<file path="config.mk">
export PLATFORM = sky130hd
export DESIGN_NAME = fetch_unit_flat
export DESIGN_NICKNAME = d
export VERILOG_FILES = /design/src/rtl/riscv_pkg.sv /design/src/rtl/fetch_unit_if.sv /design/src/rtl/fetch_fifo.sv /design/src/rtl/fetch_unit.sv /design/src/flat_wrapper.sv
export SDC_FILE = /design/constraint.sdc
export NUM_CORES = 1
export LEC_CHECK = 0
export CAP_MARGIN = 25
export CORE_UTILIZATION = 28
export CTS_BUF_LIST = sky130_fd_sc_hd__clkbuf_4 sky130_fd_sc_hd__clkbuf_8 sky130_fd_sc_hd__clkbuf_16
export DETAILED_ROUTE_END_ITERATION = 8
export SYNTH_ARGS = -nofsm -noshare
export SYNTH_HDL_FRONTEND = slang
export SYNTH_HIERARCHICAL = 1
export SYNTH_SLANG_ARGS = --single-unit
</file>
<file path="constraint.sdc">
create_clock -name clk -period 3.8 [get_ports clk]
set_clock_uncertainty 0.2 [all_clocks]
set_input_delay 0.95 -clock clk [delete_from_list [all_inputs] [get_ports clk]]
set_output_delay 0.95 -clock clk [all_outputs]
set_load 0.01 [all_outputs]
</file>
<file path="src/rtl/riscv_pkg.sv">
// Shared core constants: datapath width, reset vector, instruction size and
// the base opcodes that decode switches on.
package riscv_pkg;

  localparam int unsigned XLEN       = 32;
  localparam logic [31:0] RESET_PC   = 32'h0000_0000;
  localparam int unsigned INST_BYTES = 4;

  typedef enum logic [6:0] {
    OPC_LOAD   = 7'b0000011,
    OPC_OP_IMM = 7'b0010011,
    OPC_AUIPC  = 7'b0010111,
    OPC_STORE  = 7'b0100011,
    OPC_OP     = 7'b0110011,
    OPC_LUI    = 7'b0110111,
    OPC_BRANCH = 7'b1100011,
    OPC_JALR   = 7'b1100111,
    OPC_JAL    = 7'b1101111,
    OPC_SYSTEM = 7'b1110011
  } opcode_e;

endpackage

</file>
<file path="src/rtl/fetch_unit_if.sv">
// Fetch-stage bus bundle: instruction-memory request/response, the decode
// handoff and the execute redirect. master = fetch unit, slave = its environment.
interface fetch_unit_if #(
  parameter int unsigned XLEN = riscv_pkg::XLEN
);
  logic            imem_req_valid;
  logic            imem_req_ready;
  logic [XLEN-1:0] imem_req_addr;
  logic            imem_rsp_valid;
  logic [31:0]     imem_rsp_data;
  logic            inst_valid;
  logic            inst_ready;
  logic [31:0]     inst_data;
  logic [XLEN-1:0] inst_pc;
  logic            redirect_valid;
  logic [XLEN-1:0] redirect_pc;

  modport master (
    output imem_req_valid, imem_req_addr, inst_valid, inst_data, inst_pc,
    input  imem_req_ready, imem_rsp_valid, imem_rsp_data, inst_ready,
           redirect_valid, redirect_pc
  );

  modport slave (
    input  imem_req_valid, imem_req_addr, inst_valid, inst_data, inst_pc,
    output imem_req_ready, imem_rsp_valid, imem_rsp_data, inst_ready,
           redirect_valid, redirect_pc
  );
endinterface

</file>
<file path="src/rtl/fetch_fifo.sv">
// Prefetch FIFO holding {pc, instruction} pairs; flush beats push and pop.
module fetch_fifo #(
  parameter int unsigned WIDTH = 64,
  parameter int unsigned DEPTH = 4,
  localparam int unsigned CW   = $clog2(DEPTH + 1),
  localparam int unsigned PW   = $clog2(DEPTH)
) (
  input  logic             clk,
  input  logic             reset,
  input  logic             push,
  input  logic             pop,
  input  logic             flush,
  input  logic [WIDTH-1:0] din,
  output logic [WIDTH-1:0] dout,
  output logic             full,
  output logic             empty,
  output logic [CW-1:0]    count
);

  logic [WIDTH-1:0] mem [DEPTH];
  logic [PW-1:0]    wr_ptr;
  logic [PW-1:0]    rd_ptr;

  always_ff @(posedge clk or posedge reset) begin
    if (reset) begin
      wr_ptr <= '0;
      rd_ptr <= '0;
      count  <= '0;
    end else if (flush) begin
      wr_ptr <= '0;
      rd_ptr <= '0;
      count  <= '0;
    end else begin
      if (push) wr_ptr <= wr_ptr + 1'b1;
      if (pop)  rd_ptr <= rd_ptr + 1'b1;
      count <= count + CW'(push) - CW'(pop);
    end
  end

  // Storage is left unreset; the consumer masks the head while empty.
  always_ff @(posedge clk) begin
    if (push && !flush) mem[wr_ptr] <= din;
  end

  assign dout  = mem[rd_ptr];
  assign full  = (count == CW'(DEPTH));
  assign empty = (count == '0);

endmodule

</file>
<file path="src/rtl/fetch_unit.sv">
// Instruction fetch stage: owns the fetch PC, issues credit-limited word
// requests, buffers in-order responses and hands {pc, inst} to decode.
module fetch_unit #(
  parameter int unsigned          XLEN     = riscv_pkg::XLEN,
  parameter int unsigned          DEPTH    = 4,
  parameter logic [XLEN-1:0]      RESET_PC = XLEN'(riscv_pkg::RESET_PC)
) (
  input  logic         clk,
  input  logic         reset,
  fetch_unit_if.master bus
);
  import riscv_pkg::*;

  localparam int unsigned     CW  = $clog2(DEPTH + 1);
  localparam int unsigned     EW  = XLEN + 32;
  localparam logic [XLEN-1:0] INC = XLEN'(INST_BYTES);

  logic [XLEN-1:0] fetch_pc;
  logic [XLEN-1:0] rsp_pc;
  logic [XLEN-1:0] target;
  logic [CW-1:0]   pending;
  logic [CW-1:0]   discard;
  logic [CW-1:0]   count;
  logic [CW:0]     credit_used;
  logic            req_fire;
  logic            drop;
  logic            push;
  logic            pop;
  logic            full;
  logic            empty;
  logic [EW-1:0]   head;

  // Credit covers both buffered and in-flight words so a response always has a slot.
  assign credit_used = {1'b0, pending} + {1'b0, count};
  assign bus.imem_req_valid = !reset && !bus.redirect_valid
                              && (credit_used < (CW+1)'(DEPTH));
  assign bus.imem_req_addr  = fetch_pc;
  assign req_fire = bus.imem_req_valid && bus.imem_req_ready;

  assign drop   = bus.imem_rsp_valid && (discard != '0);
  assign push   = bus.imem_rsp_valid && !drop;
  assign pop    = bus.inst_valid && bus.inst_ready;
  assign target = bus.redirect_pc & ~XLEN'(3);

  assign bus.inst_valid = !empty;
  assign {bus.inst_pc, bus.inst_data} = empty ? '0 : head;

  always_ff @(posedge clk or posedge reset) begin
    if (reset) begin
      fetch_pc <= RESET_PC;
      rsp_pc   <= RESET_PC;
      pending  <= '0;
      discard  <= '0;
    end else begin
      pending <= pending + CW'(req_fire) - CW'(bus.imem_rsp_valid);
      if (bus.redirect_valid) begin
        // Every word still outstanding after this cycle belongs to the old stream.
        fetch_pc <= target;
        rsp_pc   <= target;
        discard  <= pending - CW'(bus.imem_rsp_valid);
      end else begin
        if (req_fire) fetch_pc <= fetch_pc + INC;
        if (push)     rsp_pc   <= rsp_pc + INC;
        if (drop)     discard  <= discard - 1'b1;
      end
    end
  end

  fetch_fifo #(
    .WIDTH (EW),
    .DEPTH (DEPTH)
  ) u_fifo (
    .clk   (clk),
    .reset (reset),
    .push  (push),
    .pop   (pop),
    .flush (bus.redirect_valid),
    .din   ({rsp_pc, bus.imem_rsp_data}),
    .dout  (head),
    .full  (full),
    .empty (empty),
    .count (count)
  );

  a_no_overflow: assert property (@(posedge clk) disable iff (reset)
    (push && !bus.redirect_valid) |-> (!full || pop));

endmodule

</file>
<file path="src/flat_wrapper.sv">
// flat-port wrapper written by rule: the top's interface ports become plain ports
module fetch_unit_flat import riscv_pkg::*;
#(
  parameter int unsigned          XLEN     = riscv_pkg::XLEN,
  parameter int unsigned          DEPTH    = 4,
  parameter logic [XLEN-1:0]      RESET_PC = XLEN'(riscv_pkg::RESET_PC)
)
  (clk, reset, bus_imem_req_valid, bus_imem_req_addr, bus_inst_valid, bus_inst_data, bus_inst_pc, bus_imem_req_ready, bus_imem_rsp_valid, bus_imem_rsp_data, bus_inst_ready, bus_redirect_valid, bus_redirect_pc);
  fetch_unit_if #(.XLEN(XLEN)) bus_i ();
  input  logic clk;
  input  logic reset;
  output wire logic [$bits(bus_i.imem_req_valid)-1:0] bus_imem_req_valid;
  output wire logic [$bits(bus_i.imem_req_addr)-1:0] bus_imem_req_addr;
  output wire logic [$bits(bus_i.inst_valid)-1:0] bus_inst_valid;
  output wire logic [$bits(bus_i.inst_data)-1:0] bus_inst_data;
  output wire logic [$bits(bus_i.inst_pc)-1:0] bus_inst_pc;
  input wire logic [$bits(bus_i.imem_req_ready)-1:0] bus_imem_req_ready;
  input wire logic [$bits(bus_i.imem_rsp_valid)-1:0] bus_imem_rsp_valid;
  input wire logic [$bits(bus_i.imem_rsp_data)-1:0] bus_imem_rsp_data;
  input wire logic [$bits(bus_i.inst_ready)-1:0] bus_inst_ready;
  input wire logic [$bits(bus_i.redirect_valid)-1:0] bus_redirect_valid;
  input wire logic [$bits(bus_i.redirect_pc)-1:0] bus_redirect_pc;
  assign bus_imem_req_valid = bus_i.imem_req_valid;
  assign bus_imem_req_addr = bus_i.imem_req_addr;
  assign bus_inst_valid = bus_i.inst_valid;
  assign bus_inst_data = bus_i.inst_data;
  assign bus_inst_pc = bus_i.inst_pc;
  assign bus_i.imem_req_ready = bus_imem_req_ready;
  assign bus_i.imem_rsp_valid = bus_imem_rsp_valid;
  assign bus_i.imem_rsp_data = bus_imem_rsp_data;
  assign bus_i.inst_ready = bus_inst_ready;
  assign bus_i.redirect_valid = bus_redirect_valid;
  assign bus_i.redirect_pc = bus_redirect_pc;
  fetch_unit #(.XLEN(XLEN), .DEPTH(DEPTH), .RESET_PC(RESET_PC)) u_core (.clk(clk), .reset(reset), .bus(bus_i));
endmodule
</file>
==> results of run 1 <==
-- critical path, cell delays in order (launching register included) --
cell	delay, ns
dfrtp_4	0.51
buf_4	0.24
mux4_2	0.51
nor2b_1	0.14
clkdlybuf4s50_1	0.58
-- final timing paths --
check	start	end	depth (start not counted)
min reg2reg	u_core/pending[0]	u_core/pending[0]	1
min	u_core/pending[0]	u_core/pending[0]	1
max reg2reg	u_core/u_fifo/count[1]	u_core/u_fifo/count[2]	10
min in group asynchronous	reset	u_core/u_fifo/count[2]	2
max	u_core/u_fifo/rd_ptr[0]	bus_inst_pc[28]	4
max in group asynchronous	reset	u_core/discard[2]	3
-- layer usage --
metal	routed length (um)	share of wire	GRT usage
met5	0	0	0
met2	15320	0.47	0.2067
met4	597	0.019	0.03884
met3	1692	0.052	0.02647
met1	14650	0.45	0.1722
-- metrics by stage --
stage | utilization | setup slack, ns | instance area [um2] | hold slack [ns]
floorplan | - | 0.08617 | 14020 | 0.2952
CTS | 0.3645 | 0.03271 | 17910 | 0.3598
finish | 0.3647 | 0.1205 | 17920 | 0.3589
global placement | 0.3387 | 0.2208 | 16650 | 0.3315
detailed placement | 0.3387 | 0.2250 | 16650 | 0.3451
global route | 0.3646 | 0.009494 | 17920 | 0.3799
-- state kept, by name, summed over array words and instances, names as in the netlist --
signal and count:
u_core/bus.imem_req_addr 30, u_core/discard 3, u_core/pending 3, u_core/rsp_pc 30, u_core/u_fifo/count 3, u_core/u_fifo/mem 256, u_core/u_fifo/rd_ptr 2, u_core/u_fifo/wr_ptr 2
-- final cells by class --
type,instances,area (um2),share of cell area
sequential,329,9519,0.5311
clock buffer,46,1011,0.05640
multi-input combinational,442,4188,0.2336
timing repair buffer,191,2037,0.1136
antenna,1,2.502,0.0001396
clock inverter,23,246.5,0.01375
inverter,24,90.09,0.005026
tap,664,830.8,0.04635
-- where the power goes --
part	total (mW)	switching [mW]	internal, mW
clock network	3.66	1.47	2.19
registers	4.34	0.220	4.12
logic	2.87	1.29	1.58
-- cell usage in the layout (no fill, tap or decap), types with 6 or more instances in the layout --
master,instances
nand2b_1,11
clkbuf_4,8
edfxtp_1,256
nand4_1,25
nor3_1,7
mux2i_1,7
nor2b_1,67
conb_1,10
xnor2_1,36
nor2_1,17
nand3_1,18
nand2_1,22
ha_1,16
inv_1,22
clkbuf_16,38
xor2_1,25
buf_12,15
buf_4,11
and3_1,8
clkdlybuf4s50_1,163
mux2_2,25
dfrtp_1,71
nor4_1,11
a21boi_0,20
and4_1,6
mux4_2,64
a21oi_1,10
-- repair_timing --
item / CTS / global route
setup endpoints to repair: 51 / 1
resized for setup: 0 / 2
hold endpoints to repair: 0 / 0
setup buffers: 1 / 0
==> impl_results.md, run 1 <==
- Crit path kind: reg2out
- Fin cells: about 1700
- Worst path required time: 2.65 ns
- Count of final max-slew check failures: 0
- Initial antenna violation count: 0
- Via density per instance: 4.499
- Max-cap violations: 0
- Crit Path Max Fanout: 8
- Slew HR: 0.5332
- Clock Latency Late Sink: 0.55 ns
- # DRC: 0
- Setup violations, final: 0
- 1st-iter DRT viols: between 300 and 400
- Mapped cell area: 13990 um2
- Worst IR Drop VDD: about 0.00033 V
- Startpoint types: flip-flop
- Tcrit/Tclk final: 0.9683
- Htree depth: 2
- Die width: ~230 um
- Largest net degree at the start of global routing: 67
- Worst Hold Class: reg2reg
- Number of CTS-inserted buffers: 38
- Leak: 5.965 nW
- Initial Util: 0.2846
- CTS tree: done
- Vert. Die Dim: roughly 230 um
- ANT nets after route: 0
- Global route overflow: 0
- Post-Syn Area per Cell: 16.92 um2
- DR pass1 iterations: 4
- Clk buf depth: 3
- Core ar.: just under 50000 um2
- Nets: 1114
- IO Port Bufs: between 150 and 200
- Status: completed
- CTS root buffer: clkbuf_16
- Post-route setup TNS: 0 ns
- Placer congestion estimate: 0.7465
- Fmax: approximately 270 MHz
- Synthesis-to-layout area growth: 28.12%
- Num rows: 81
- Final-layout fill cell count: 4577
- Pwr dens: 606.5 nW/um2
- Detail Placement HPWL: ~22000 um
- Drt total wl: 32260 um
- CP Capture Type: output pin
- Critical Path AT: 2.53 ns
- Post-layout minimum cycle time: 3.680 ns
- Post-Place Cells: approximately 1600
- Die area: 50870 um2
- Via count: a little under 8000
- First-pass GRT wire length: 48540 um
- CTS sink cnt: 329
- Post-Synthesis Cells: 827
- Least-Margin Pin Slew: 0.6950 ns
- I/O pins: 168
- Worst-path clk slew: 0.06 ns
- GR Util All Layers: 0.1279
- Tot Pwr: 10.87 mW
- Routed WL per cell: around 19 um
- Proportion of layout cells with a drive suffix above 1: 0.1858
- Final hold vios: 0
- Cts hold-fix bufs: 0
- Vias in the first global route: 8025
- Flop2flop setup slack: about 0.94 ns
- RSZ-0062 raised after global routing: false
- Warnings from Yosys: 6
Power figures use the tool's default switching activity.
==> run 2: changes to the inputs <==
--- a/config.mk
+++ b/config.mk
@@ -8,7 +8,9 @@
 export CAP_MARGIN = 25
 export CORE_UTILIZATION = 28
 export CTS_BUF_LIST = sky130_fd_sc_hd__clkbuf_4 sky130_fd_sc_hd__clkbuf_8 sky130_fd_sc_hd__clkbuf_16
+export CTS_CLUSTER_SIZE = 40
 export DETAILED_ROUTE_END_ITERATION = 8
+export REMOVE_ABC_BUFFERS = 1
 export SYNTH_ARGS = -nofsm -noshare
 export SYNTH_HDL_FRONTEND = slang
 export SYNTH_HIERARCHICAL = 1
==> run 2 against run 1 <==
Against the previous run:
- flip-flop and latch count stayed put
- core utilization hardly changed
- global-route usage hardly changed
- setup slack worse by 0.0064 ns
- worst hold slack worse by 0.0044 ns
- total power is 0.94% lower
- fmax is 0.17% lower
- clock power is 2% lower
- combinational power hardly changed
- largest power group unchanged
==> impl_results.md, run 2 (same netlist as run 1, synthesis figures left out) <==
- Biggest register: u_core/u_fifo/mem
- Setup violations, final: 0
- Top Usage Layer GRT: met2
- Vias in the first global route: 8106
- Worst-path clk slew: 0.06 ns
- Worst Hold Class: reg2reg
- Crit Path Max Fanout: 34
- Most frequent cells in the layout: 256 x edfxtp_1, 155 x clkdlybuf4s50_1, 71 x dfrtp_1, 67 x nor2b_1, 64 x mux4_2
- Tcrit/Tclk final: 0.9700
- Via count: 7728
- Cts hold-fix bufs: 0
- Cells along the critical path: buf_16 -> mux4_2 -> nor2b_1 -> clkdlybuf4s50_1
- Post-layout minimum cycle time: 3.686 ns
- Worst Hold Launch: u_core/pending[0]
- Number of CTS-inserted buffers: 38
- Via density per instance: 4.493
- Worst path required time: 2.65 ns
- DP Area: 16600 um2
- Leak: 6.083 nW
- Clock network power share: 0.334
- Switching power: 2.992 mW
- Pwr dens: about 600 nW/um2
- Final-layout fill cell count: 4685
- Met3 Use GR: 0.02334
- CTS sink cnt: 329
- Diode count: 0
- Hold_ws: 0.3544 ns
- Clock Latency Late Sink: 0.56 ns
- RSZ-0062 raised after global routing: true
- # DRC: 0
- Die area: 50870 um2
- Sw Share: 0.2779
- Initial antenna violation count: 0
- Routed WL per cell: approximately 18 um
- Count of final max-slew check failures: 0
- Startpoint types: flip-flop
- Most common cell after layout, fill and taps aside: edfxtp_1
- ANT nets after route: 0
- Largest register FFs: 256
- First-pass GRT wire length: 48490 um
- Hold path cells: 1
- 1st-iter DRT viols: 390
- Synthesis-to-layout area growth: 27.98%
- CP Capture Type: output pin
- Final hold vios: 0
- R2r worst-path depth: 10
- Slowest stage cell, crit path: mux4_2
- Worst reg2reg path startpoint: u_core/u_fifo/count[1]
- GR Util All Layers: 0.1275
- Nets: between 1000 and 1500
- Critical Path AT: about 2.5 ns
- Vert. Die Dim: between 200 and 250 um
- Drt total wl: 31640 um
- DR pass1 iterations: 6
- CTS tree: done
- Flop2flop setup slack: 0.96 ns
- Crit path kind: reg2out
- Core ar.: 49150 um2
- Post-route cell area: 17910 um2
- Reg power frac: 0.403
- Slew HR: 0.6519
- Global route overflow: 0
- M2 GR Usage: 0.2083
- Worst Path Buf+Inv: 2
- Critical Path Stages: 4
- Detail Placement HPWL: 20260 um
- Comb power frac: 0.263
- CTS root buffer: clkbuf_16
- I/O pins: between 150 and 200
- Initial Util: 0.2846
- Delay of the slowest critical-path stage: 0.53 ns
- Die width: 225.5 um
- Num rows: 81
- Worst IR Drop VDD: 0.0003155 V
- Hold EP: u_core/pending[0]
- Placer congestion estimate: 0.7275
- Int Pwr: 7.777 mW
- Clk buf depth: 3
- Crit path max-delay family: buffers and inverters
- Htree depth: 2
- Largest net degree at the start of global routing: 67
- Grt met1 use: 0.1672
- Worst Setup Slack, final: 0.1141 ns
- Fmax: 271.3 MHz
- Least-Margin Pin Slew: between 0.5 and 0.6 ns
- Status: completed
- Critical R2R Capture: u_core/pending[2]
- IO Port Bufs: 163
- Max-cap violations: 0
- Placement Setup Slack: 0.2628 ns
- Proportion of layout cells with a drive suffix above 1: 0.1866
- Tot Pwr: 10.77 mW
==> run 2: changes by cell type in the layout (fill, tap and decap cells not counted), moves of 2 or more <==
cell             previous run  this run
buf_16                      0         2
bufinv_16                   4         2
buf_12                     15        11
inv_6                       2         4
buf_4                      11        15
clkinv_4                    3         1
clkdlybuf4s50_1           163       155
clkinvlp_4                  3         1
clkinv_2                    5         9
dlymetal6s2s_1              0         8
buf_6                       2         0
==> run 2: worst max-delay path by stage <==
stage	start	to	slack (ns)
detailed placement	reset	bus_imem_req_valid	0.26
global route	u_core/u_fifo/rd_ptr[0]	bus_inst_pc[24]	-0.001
floorplan	u_core/u_fifo/count[1]	u_core/u_fifo/count[2]	-1.96
global placement	reset	bus_imem_req_valid	0.28
CTS	u_core/u_fifo/rd_ptr[0]	bus_inst_data[4]	0.02
finish	u_core/u_fifo/rd_ptr[0]	bus_inst_data[1]	0.11
==> run 2: power by group through the flow <==
stage	logic [mW]	clock network [mW]	registers (mW)
after CTS	2.95	3.72	4.34
final	2.84	3.59	4.34
after detailed placement	2.87	0	4.45
after global placement	2.86	0	4.44
after floorplan	1.43	0	4.49
after global routing	3.12	3.86	4.38
==> run 2: stage by stage <==
stage          cells    util   TNS [ns]
2_1_floorplan    795       -     -99.58
3_3_place_gp    1647  0.3377          0
3_5_place_dp    1647  0.3377          0
4_1_cts         1720  0.3639          0
5_1_grt         1720  0.3643  -0.001196
6_report        1720  0.3643          0
==> run 2: layout make-up <==
cell class,instances,area (um2),share of cell area
well taps,664,830.8,0.04640
flip-flops and latches,329,9522,0.5318
multi-input cells,442,4188,0.2339
repair buffers,191,2039,0.1139
inverters,24,90.09,0.005031
clock buffers,46,1028,0.05744
clock inverters,24,207.7,0.01160
==> run 2: what timing repair did <==
action,CTS,global route
endpoints found under the setup margin,56,9
gates resized for setup,1,8
buffers inserted,3,0
cloned,0,0
==> run 2: metal layers <==
metal,vias to the layer above,share of wire
met1,3950,0.45
li1,3554,-
met3,46,0.044
met4,0,0.025
met5,-,0
met2,178,0.48
==> run 2: worst reg2reg max path, delay by kind of cell (launching register included) <==
| kind | cells | cell delay [ns] |
|---|---|---|
| AOI/OAI and AO/OA | 1 | 0.33 |
| buffers and inverters | 2 | 0.12 |
| xor gates and xnor gates | 2 | 0.31 |
| adders and majority gates | 4 | 1.13 |
| DFF | 1 | 0.44 |
| and+or+nand+nor | 1 | 0.26 |
